### src/rtl/memory_arbiter_pkg.sv
// Shared definitions for the two-port memory arbiter: default widths, read
// latency, port indices and the controller state encoding.
package memory_arbiter_pkg;

   localparam int DEF_ADDR_W = 16;
   localparam int DEF_DATA_W = 32;
   localparam int DEF_RD_LAT = 2;

   localparam logic SOLVER = 1'b0;
   localparam logic INTERP = 1'b1;

   localparam logic [1:0] ST_IDLE  = 2'd0;
   localparam logic [1:0] ST_ISSUE = 2'd1;
   localparam logic [1:0] ST_WAIT  = 2'd2;
   localparam logic [1:0] ST_RESP  = 2'd3;

   typedef enum logic [1:0] {
      IDLE  = ST_IDLE,
      ISSUE = ST_ISSUE,
      WAIT  = ST_WAIT,
      RESP  = ST_RESP
   } arb_state_t;

endpackage

### src/rtl/memory_arbiter_if.sv
// Bundle of the solver port, interpolation port and shared memory bus.
// The slave modport is the arbiter's view; master is the surrounding system.
interface memory_arbiter_if
   import memory_arbiter_pkg::*;
#(
   parameter int ADDR_W = DEF_ADDR_W,
   parameter int DATA_W = DEF_DATA_W
);
   logic              req0, we0, gnt0, done0;
   logic [ADDR_W-1:0] addr0;
   logic [DATA_W-1:0] wdata0, rdata0;
   logic              req1, we1, gnt1, done1;
   logic [ADDR_W-1:0] addr1;
   logic [DATA_W-1:0] wdata1, rdata1;
   logic [ADDR_W-1:0] mem_addr;
   logic [DATA_W-1:0] mem_wdata, mem_rdata;
   logic              mem_rd, mem_wr, busy;

   modport slave (
      input  req0, we0, addr0, wdata0, req1, we1, addr1, wdata1, mem_rdata,
      output gnt0, done0, rdata0, gnt1, done1, rdata1,
             mem_addr, mem_wdata, mem_rd, mem_wr, busy
   );

   modport master (
      output req0, we0, addr0, wdata0, req1, we1, addr1, wdata1, mem_rdata,
      input  gnt0, done0, rdata0, gnt1, done1, rdata1,
             mem_addr, mem_wdata, mem_rd, mem_wr, busy
   );
endinterface

### src/rtl/memory_arbiter_arb_rr2.sv
// Two-way round-robin picker: on contention the port that did not win last
// time is selected; otherwise the single requester wins.
module arb_rr2
   import memory_arbiter_pkg::*;
(
   input  logic req0,
   input  logic req1,
   input  logic last_gnt,
   output logic sel,
   output logic any
);
   always_comb begin
      any = req0 | req1;
      sel = SOLVER;
      if (req0 && req1)
         sel = ~last_gnt;
      else if (req1)
         sel = INTERP;
   end
endmodule

### src/rtl/memory_arbiter.sv
// Arbiter sharing one fixed-latency memory between the solver and the
// interpolation ports, one transaction at a time.
module memory_arbiter
   import memory_arbiter_pkg::*;
#(
   parameter int ADDR_W = DEF_ADDR_W,
   parameter int DATA_W = DEF_DATA_W,
   parameter int RD_LAT = DEF_RD_LAT
) (
   input logic             clk,
   input logic             rst,
   memory_arbiter_if.slave bus
);
   arb_state_t        state, state_nx;
   logic [2:0]        cnt;
   logic              last_gnt, cur, lat_we;
   logic [ADDR_W-1:0] lat_addr;
   logic [DATA_W-1:0] lat_wdata, rdata0_q, rdata1_q;
   logic              sel, any;

   arb_rr2 u_pick (
      .req0     (bus.req0),
      .req1     (bus.req1),
      .last_gnt (last_gnt),
      .sel      (sel),
      .any      (any)
   );

   always_ff @(posedge clk) begin
      if (rst)
         state <= IDLE;
      else
         state <= state_nx;
   end

   always_comb begin
      state_nx = state;
      case (state)
         IDLE:    if (any) state_nx = ISSUE;
         ISSUE:   state_nx = lat_we ? RESP : WAIT;
         WAIT:    if (cnt == 3'd1) state_nx = RESP;
         RESP:    state_nx = IDLE;
         default: state_nx = IDLE;
      endcase
   end

   // Requester inputs are only looked at in IDLE, so a port that drops req or
   // changes addr/wdata mid-transaction cannot disturb the one in flight.
   always_ff @(posedge clk) begin
      if (rst) begin
         cnt       <= 3'd0;
         last_gnt  <= INTERP;
         cur       <= SOLVER;
         lat_we    <= 1'b0;
         lat_addr  <= '0;
         lat_wdata <= '0;
         rdata0_q  <= '0;
         rdata1_q  <= '0;
      end else begin
         case (state)
            IDLE: begin
               if (any) begin
                  cur       <= sel;
                  lat_we    <= sel ? bus.we1    : bus.we0;
                  lat_addr  <= sel ? bus.addr1  : bus.addr0;
                  lat_wdata <= sel ? bus.wdata1 : bus.wdata0;
               end
            end
            ISSUE: begin
               last_gnt <= cur;
               if (!lat_we)
                  cnt <= 3'(RD_LAT);
            end
            WAIT: begin
               cnt <= cnt - 3'd1;
               if (cnt == 3'd1) begin
                  if (cur == INTERP)
                     rdata1_q <= bus.mem_rdata;
                  else
                     rdata0_q <= bus.mem_rdata;
               end
            end
            default: ;
         endcase
      end
   end

   always_comb begin
      bus.gnt0   = 1'b0;
      bus.gnt1   = 1'b0;
      bus.done0  = 1'b0;
      bus.done1  = 1'b0;
      bus.mem_rd = 1'b0;
      bus.mem_wr = 1'b0;
      if (state == ISSUE) begin
         bus.gnt0   = (cur == SOLVER);
         bus.gnt1   = (cur == INTERP);
         bus.mem_rd = ~lat_we;
         bus.mem_wr = lat_we;
      end
      if (state == RESP) begin
         bus.done0 = (cur == SOLVER);
         bus.done1 = (cur == INTERP);
      end
   end

   assign bus.mem_addr  = lat_addr;
   assign bus.mem_wdata = lat_wdata;
   assign bus.rdata0    = rdata0_q;
   assign bus.rdata1    = rdata1_q;
   assign bus.busy      = (state != IDLE);

endmodule

### src/flat_wrapper.sv
// flat-port wrapper written by rule: the top's interface ports become plain ports
module memory_arbiter_flat import memory_arbiter_pkg::*;
#(
   parameter int ADDR_W = DEF_ADDR_W,
   parameter int DATA_W = DEF_DATA_W,
   parameter int RD_LAT = DEF_RD_LAT
)
  (clk, rst, bus_req0, bus_we0, bus_addr0, bus_wdata0, bus_req1, bus_we1, bus_addr1, bus_wdata1, bus_mem_rdata, bus_gnt0, bus_done0, bus_rdata0, bus_gnt1, bus_done1, bus_rdata1, bus_mem_addr, bus_mem_wdata, bus_mem_rd, bus_mem_wr, bus_busy);
  memory_arbiter_if #(.ADDR_W(ADDR_W), .DATA_W(DATA_W)) bus_i ();
  input logic clk;
  input logic rst;
  input wire logic [$bits(bus_i.req0)-1:0] bus_req0;
  input wire logic [$bits(bus_i.we0)-1:0] bus_we0;
  input wire logic [$bits(bus_i.addr0)-1:0] bus_addr0;
  input wire logic [$bits(bus_i.wdata0)-1:0] bus_wdata0;
  input wire logic [$bits(bus_i.req1)-1:0] bus_req1;
  input wire logic [$bits(bus_i.we1)-1:0] bus_we1;
  input wire logic [$bits(bus_i.addr1)-1:0] bus_addr1;
  input wire logic [$bits(bus_i.wdata1)-1:0] bus_wdata1;
  input wire logic [$bits(bus_i.mem_rdata)-1:0] bus_mem_rdata;
  output wire logic [$bits(bus_i.gnt0)-1:0] bus_gnt0;
  output wire logic [$bits(bus_i.done0)-1:0] bus_done0;
  output wire logic [$bits(bus_i.rdata0)-1:0] bus_rdata0;
  output wire logic [$bits(bus_i.gnt1)-1:0] bus_gnt1;
  output wire logic [$bits(bus_i.done1)-1:0] bus_done1;
  output wire logic [$bits(bus_i.rdata1)-1:0] bus_rdata1;
  output wire logic [$bits(bus_i.mem_addr)-1:0] bus_mem_addr;
  output wire logic [$bits(bus_i.mem_wdata)-1:0] bus_mem_wdata;
  output wire logic [$bits(bus_i.mem_rd)-1:0] bus_mem_rd;
  output wire logic [$bits(bus_i.mem_wr)-1:0] bus_mem_wr;
  output wire logic [$bits(bus_i.busy)-1:0] bus_busy;
  assign bus_i.req0 = bus_req0;
  assign bus_i.we0 = bus_we0;
  assign bus_i.addr0 = bus_addr0;
  assign bus_i.wdata0 = bus_wdata0;
  assign bus_i.req1 = bus_req1;
  assign bus_i.we1 = bus_we1;
  assign bus_i.addr1 = bus_addr1;
  assign bus_i.wdata1 = bus_wdata1;
  assign bus_i.mem_rdata = bus_mem_rdata;
  assign bus_gnt0 = bus_i.gnt0;
  assign bus_done0 = bus_i.done0;
  assign bus_rdata0 = bus_i.rdata0;
  assign bus_gnt1 = bus_i.gnt1;
  assign bus_done1 = bus_i.done1;
  assign bus_rdata1 = bus_i.rdata1;
  assign bus_mem_addr = bus_i.mem_addr;
  assign bus_mem_wdata = bus_i.mem_wdata;
  assign bus_mem_rd = bus_i.mem_rd;
  assign bus_mem_wr = bus_i.mem_wr;
  assign bus_busy = bus_i.busy;
  memory_arbiter #(.ADDR_W(ADDR_W), .DATA_W(DATA_W), .RD_LAT(RD_LAT)) u_core (.clk(clk), .rst(rst), .bus(bus_i));
endmodule
### config.mk
export PLATFORM = sky130hd
export DESIGN_NAME = memory_arbiter_flat
export DESIGN_NICKNAME = d
export VERILOG_FILES = /design/src/rtl/memory_arbiter_pkg.sv /design/src/rtl/memory_arbiter_if.sv /design/src/rtl/memory_arbiter_arb_rr2.sv /design/src/rtl/memory_arbiter.sv /design/src/flat_wrapper.sv
export SDC_FILE = /design/constraint.sdc
export NUM_CORES = 1
export LEC_CHECK = 0
export ABC_AREA = 1
export CORE_MARGIN = 5
export CORE_UTILIZATION = 25
export CTS_CLUSTER_SIZE = 25
export DETAILED_ROUTE_END_ITERATION = 10
export GPL_ROUTABILITY_DRIVEN = 0
export SLEW_MARGIN = 20
export SYNTH_ARGS = -nofsm -noshare
export SYNTH_HDL_FRONTEND = slang
export SYNTH_HIERARCHICAL = 1
export SYNTH_SLANG_ARGS = --single-unit
### constraint.sdc
create_clock -name clk -period 3.55 [get_ports clk]
set_input_delay 0.5325 -clock clk [delete_from_list [all_inputs] [get_ports clk]]
set_output_delay 0.5325 -clock clk [all_outputs]
set_load 0.05 [all_outputs]
Word level (Yosys, flattened, before mapping)
Index checks and enable logic that the tools add are counted.

word-level totals
  flip-flop bits (word level) = 120
  bits in latches = 0
  RAM bits = 0
  bits in read-only memories = 0
  bits of input ports = 134
  output and inout port bits = 119
  memories = 0

operators by class
  add/subtract/negate cells = 1
  multiply operators = 0
  divide/modulo/power cells = 0
  $lt $le $gt $ge = 0
  eq/ne operators = 7
  shifts and indexed selects = 0
  muxes and demuxes = 17
  bitwise operators = 4
  reductions and logical operators = 9

operator list
  kind                   count
  $mux W32               1
  $mux W16               1
  $mux W1                10
  $pmux W2 S4            1
  $pmux W3 S2            1
  $reduce_and A2 Y1      3
  $reduce_and A3 Y1      2
  $eq A2 B2 Y1 const B   2
  $mux W2                2
  $ne A2 B1 Y1 const B   2
  $reduce_bool A2 Y1     2
  $eq A3 B1 Y1 const B   1
  $mux W3                1
  $not A1 Y1             3
  $sub A3 B1 Y3 const B  1
  $eq A2 B1 Y1 const B   1
  $logic_not A2 Y1       1
  $ne A2 B2 Y1 const B   1
  $logic_and A1 B1 Y1    1
  $or A1 B1 Y1           1

Depth between registers and ports, before layout
  depth after elaboration = 3
  mapped depth = 9
  mapped depth without buffers = 8

Modules after synthesis
The synthesis kept the hierarchy.

modules (own cells, without submodules)
  module          times used  cells each  area an instance (um^2)  sequential area each (um^2)
  memory_arbiter  1           681         5108.6                   2402.3
  arb_rr2         1           3           15.0                     0.0

Least setup slack after synthesis
Ideal clock, no wire load.

  path type = register -> output
  start point = reg u_core.state[1]
  end point = out bus_mem_rd
  arrival time = 1.376 ns
  setup slack = 1.642 ns
  stages on the path, launching flop included = 5
  cell sequence = dfxtp_1 inv_1 ha_1 inv_1 nor2_1

on the way
  word-level cells in the longest chain between the ends = 2

RTL lines
  item                    line                  text
  from (decl)             memory_arbiter.sv:14  arb_state_t state, state_nx;
  from (signal assigned)  memory_arbiter.sv:33  state <= state_nx;
  $eq A2 B1 Y1            memory_arbiter.sv:95  if (state == ISSUE) begin
  $mux W1                 memory_arbiter.sv:95
  to (decl)               flat_wrapper.sv:29    output wire logic [$bits(bus_i.mem_rd)-1:0] bus_mem_rd;

Every way passes these cells.

Final worst setup path
Ends and elaborated chain as after synthesis.

==> results.sh <==
export IMPL_period_needed_ns=2.66
export IMPL_synth_fp_nets=825
export IMPL_htree_levels=4
export IMPL_area_growth_pct=65.3
export IMPL_yosys_warnings=6
export IMPL_cts_resized=0
export IMPL_seq_area_mm2=0.00240
export IMPL_period_share_pct=74.8
export IMPL_postRouteAntennaNets=0
export IMPL_numCtsBuffers=17
export IMPL_synth_seq_area_share_pct=46.9
export IMPL_maxSlewHeadroom_pct=43.1
export IMPL_cts_root_buf="clkbuf_16"
export IMPL_ir_drop_v=0.000380
export IMPL_drc=0
export IMPL_cpMostUsedCell="inv_1"
export IMPL_wirelength_um=17900
export IMPL_worstSetupPathType="reg2out"
export IMPL_dp_hpwl_um=12500
export IMPL_drv_cap=0
export IMPL_pin_count=253
export IMPL_grt_pass1_vias=5329
export IMPL_slew_viol_final=0
export IMPL_grtUsageTotal_pct=15.2
export IMPL_power_density_mw_per_mm2=720
export IMPL_clk_latency_ns=0.41
export IMPL_p_sw_mw=2.51
export IMPL_ys_ff_latch=120
export IMPL_nets=1054
export IMPL_status="finished clean"
export IMPL_pwr_share_seq_pct=28.5
export IMPL_final_hold_viol_count=0
export IMPL_fp_coreArea_mm2=0.0202
export IMPL_worst_setup_path_start_kind="flop"
export IMPL_wl_per_cell_um=14.9
export IMPL_num_fill_cells=2035
export IMPL_grt_start_max_net_pins=67
export IMPL_drive_gt1_share_pct=5.83
export IMPL_critPathArrivalTime_ns=2.12
export IMPL_hold_buffers=0
export IMPL_multi_input_area_mm2=0.00221
export IMPL_vias=5361
export IMPL_post_cts_repair_setup_buffers=0
export IMPL_crit_fanout=5
export IMPL_row_count=52
export IMPL_via_per_inst=4.48
export IMPL_first_iter_violations=233
export IMPL_portBuffers=252
export IMPL_power_frac_clock_pct=29.8
export IMPL_synth_cell_types=22
export IMPL_cts_tree="built"
export IMPL_synthCells=684
export IMPL_rsz0062_at_grt="no"
export IMPL_netSwitchingFraction_pct=41.1
export IMPL_fmax_mhz=377
export IMPL_power_leakage_nw=3.36
export IMPL_required_ns=3.02
export IMPL_cpPeakStageDelay_ns=0.83
export IMPL_cell_internal_pwr_mw=3.60
export IMPL_syn_area_mm2=0.00512
export IMPL_worstPathCellList="inv_1 > ha_1 > inv_1 > nor2_1 > clkdlybuf4s50_1"
export IMPL_die_h_um=153
export IMPL_die_width_um=153
export IMPL_slowest_stage="clkdlybuf4s50_1"
export IMPL_clkTransAtPathRegs_ns=0.06
export IMPL_setup_viol=0
export IMPL_dieArea_mm2=0.0235
export IMPL_holdWs_ns=0.461
export IMPL_tightestPinTransition_ns=0.853
export IMPL_p_comb_share_pct=41.7
export IMPL_syn_area_per_cell_um2=7.49
export IMPL_setup_tns_ns=0
export IMPL_grt_pass1_wl_um=28800
export IMPL_skew_ns=0.00651
export IMPL_holdCritPathClass="reg2reg"
export IMPL_antenna_found_initial=0
export IMPL_grt_overflow_total=0
export IMPL_drt_pass1_iterations=4
export IMPL_start_util_pct=25.3
export IMPL_end_kind="output port"
export IMPL_clkSinkCount=120
export IMPL_clockBufferDepth=2
state kept, by name, indices dropped and copies added, names as in the netlist:
signal and flops:
u_core/bus.mem_wdata 32, u_core/bus.rdata0 32, u_core/bus.rdata1 32, u_core/bus.mem_addr 16
u_core/cnt 3, u_core/state 2, u_core/cur 1, u_core/last_gnt 1
u_core/lat_we 1
cell families (layout without fill, tap and decap cells):
family	count (synthesis)	count (layout)	share of synthesized area (%)
other	0	1	0
buffers and inverters	124	366	10.2
adders and majority gates	7	7	1.71
DFF	120	120	46.9
and+or+nand+nor	309	309	26.7
AOI/OAI and AO/OA	124	124	14.5
metal layers:
metal	vias up	global-route usage [%]	share of wire, %
li1	2754	-	-
met1	2379	18.2	43
met2	209	24.4	45
met3	19	7.07	10
met4	0	4.41	1.4
met5	-	0	0
synthesized netlist by cell type:
cell | n | area [um^2]
a21oi_1 | 70 | 350
buf_1 | 2 | 7.51
buf_2 | 36 | 180
buf_4 | 3 | 22.5
clkbuf_1 | 15 | 56.3
clkbuf_2 | 1 | 5.00
dfxtp_1 | 120 | 2400
ha_1 | 7 | 87.6
inv_1 | 64 | 240
inv_2 | 3 | 11.3
nand2_1 | 178 | 668
nand2_2 | 1 | 6.26
nand3_1 | 85 | 425
nand3b_1 | 1 | 7.51
nand4_1 | 33 | 206
nor2_1 | 8 | 30.0
nor2_2 | 1 | 6.26
nor2_4 | 1 | 11.3
o211ai_1 | 49 | 368
o21ai_0 | 4 | 20.0
o21ai_1 | 1 | 5.00
or2_1 | 1 | 6.26
per-stage QoR:
| step | utilization (%) | total power [mW] | std cells | setup slack [ns] | cell area, um^2 |
|---|---|---|---|---|---|
| floorplan | - | 3.43 | 684 | 1.64 | 5120 |
| global placement | 38.8 | 4.32 | 1164 | 1.31 | 7840 |
| detailed placement | 38.8 | 4.33 | 1164 | 1.29 | 7840 |
| CTS | 41.9 | 6.18 | 1196 | 0.860 | 8470 |
| global route | 41.9 | 6.46 | 1196 | 0.735 | 8470 |
| finish | 41.9 | 6.10 | 1197 | 0.895 | 8470 |
path summary, 6_finish.rpt:
path                                           start                    end  slack (ns)  cells past startpoint
worst max-delay path                 u_core/state[1]             bus_mem_rd        0.89                      5
worst min-delay path            u_core/bus.rdata0[6]   u_core/bus.rdata0[6]        0.46                      2
worst max register to register         u_core/cnt[1]  u_core/bus.rdata0[24]        1.36                      7
worst min register to register  u_core/bus.rdata0[6]   u_core/bus.rdata0[6]        0.46                      2
critical path: cells and delay by family (launching register included):
| kind | cells | cell delay, ns |
|---|---|---|
| flip-flops | 1 | 0.34 |
| adder cells (fa/ha/maj) | 1 | 0.23 |
| AND/OR/NAND/NOR | 1 | 0.13 |
| buffers and inverters | 3 | 1.03 |
layout make-up:
type                    count  share of cell area (%)
clock buffers              22                    5.72
inverters                  67                    2.97
diodes                      1                  0.0295
flip-flops and latches    120                    28.4
well taps                 270                    3.99
multi-input cells         440                    26.1
clock inverters            10                    1.65
repair buffers            267                    31.2
cells in the final DEF, fill, tap and decap left out, drive strengths merged:
master	instances
bufinv	3
nor2	10
buf	16
a21oi	70
o21ai	5
clkinv	2
dfxtp	120
clkdlybuf4s50	251
clkinvlp	3
clkbuf	22
nand4	33
o211ai	49
diode	1
ha	7
nand3	85
nand2	179
or2	1
inv	69
nand3b	1
power by group through the flow:
stage	Sequential (mW)	Combinational (mW)	Clock [mW]
final	1.74	2.54	1.82
after global routing	1.77	2.76	1.93
after floorplan	2.42	1.02	0
after global placement	1.76	2.56	0
after detailed placement	1.76	2.57	0
after CTS	1.74	2.57	1.87
Power figures use the tool's default switching activity.
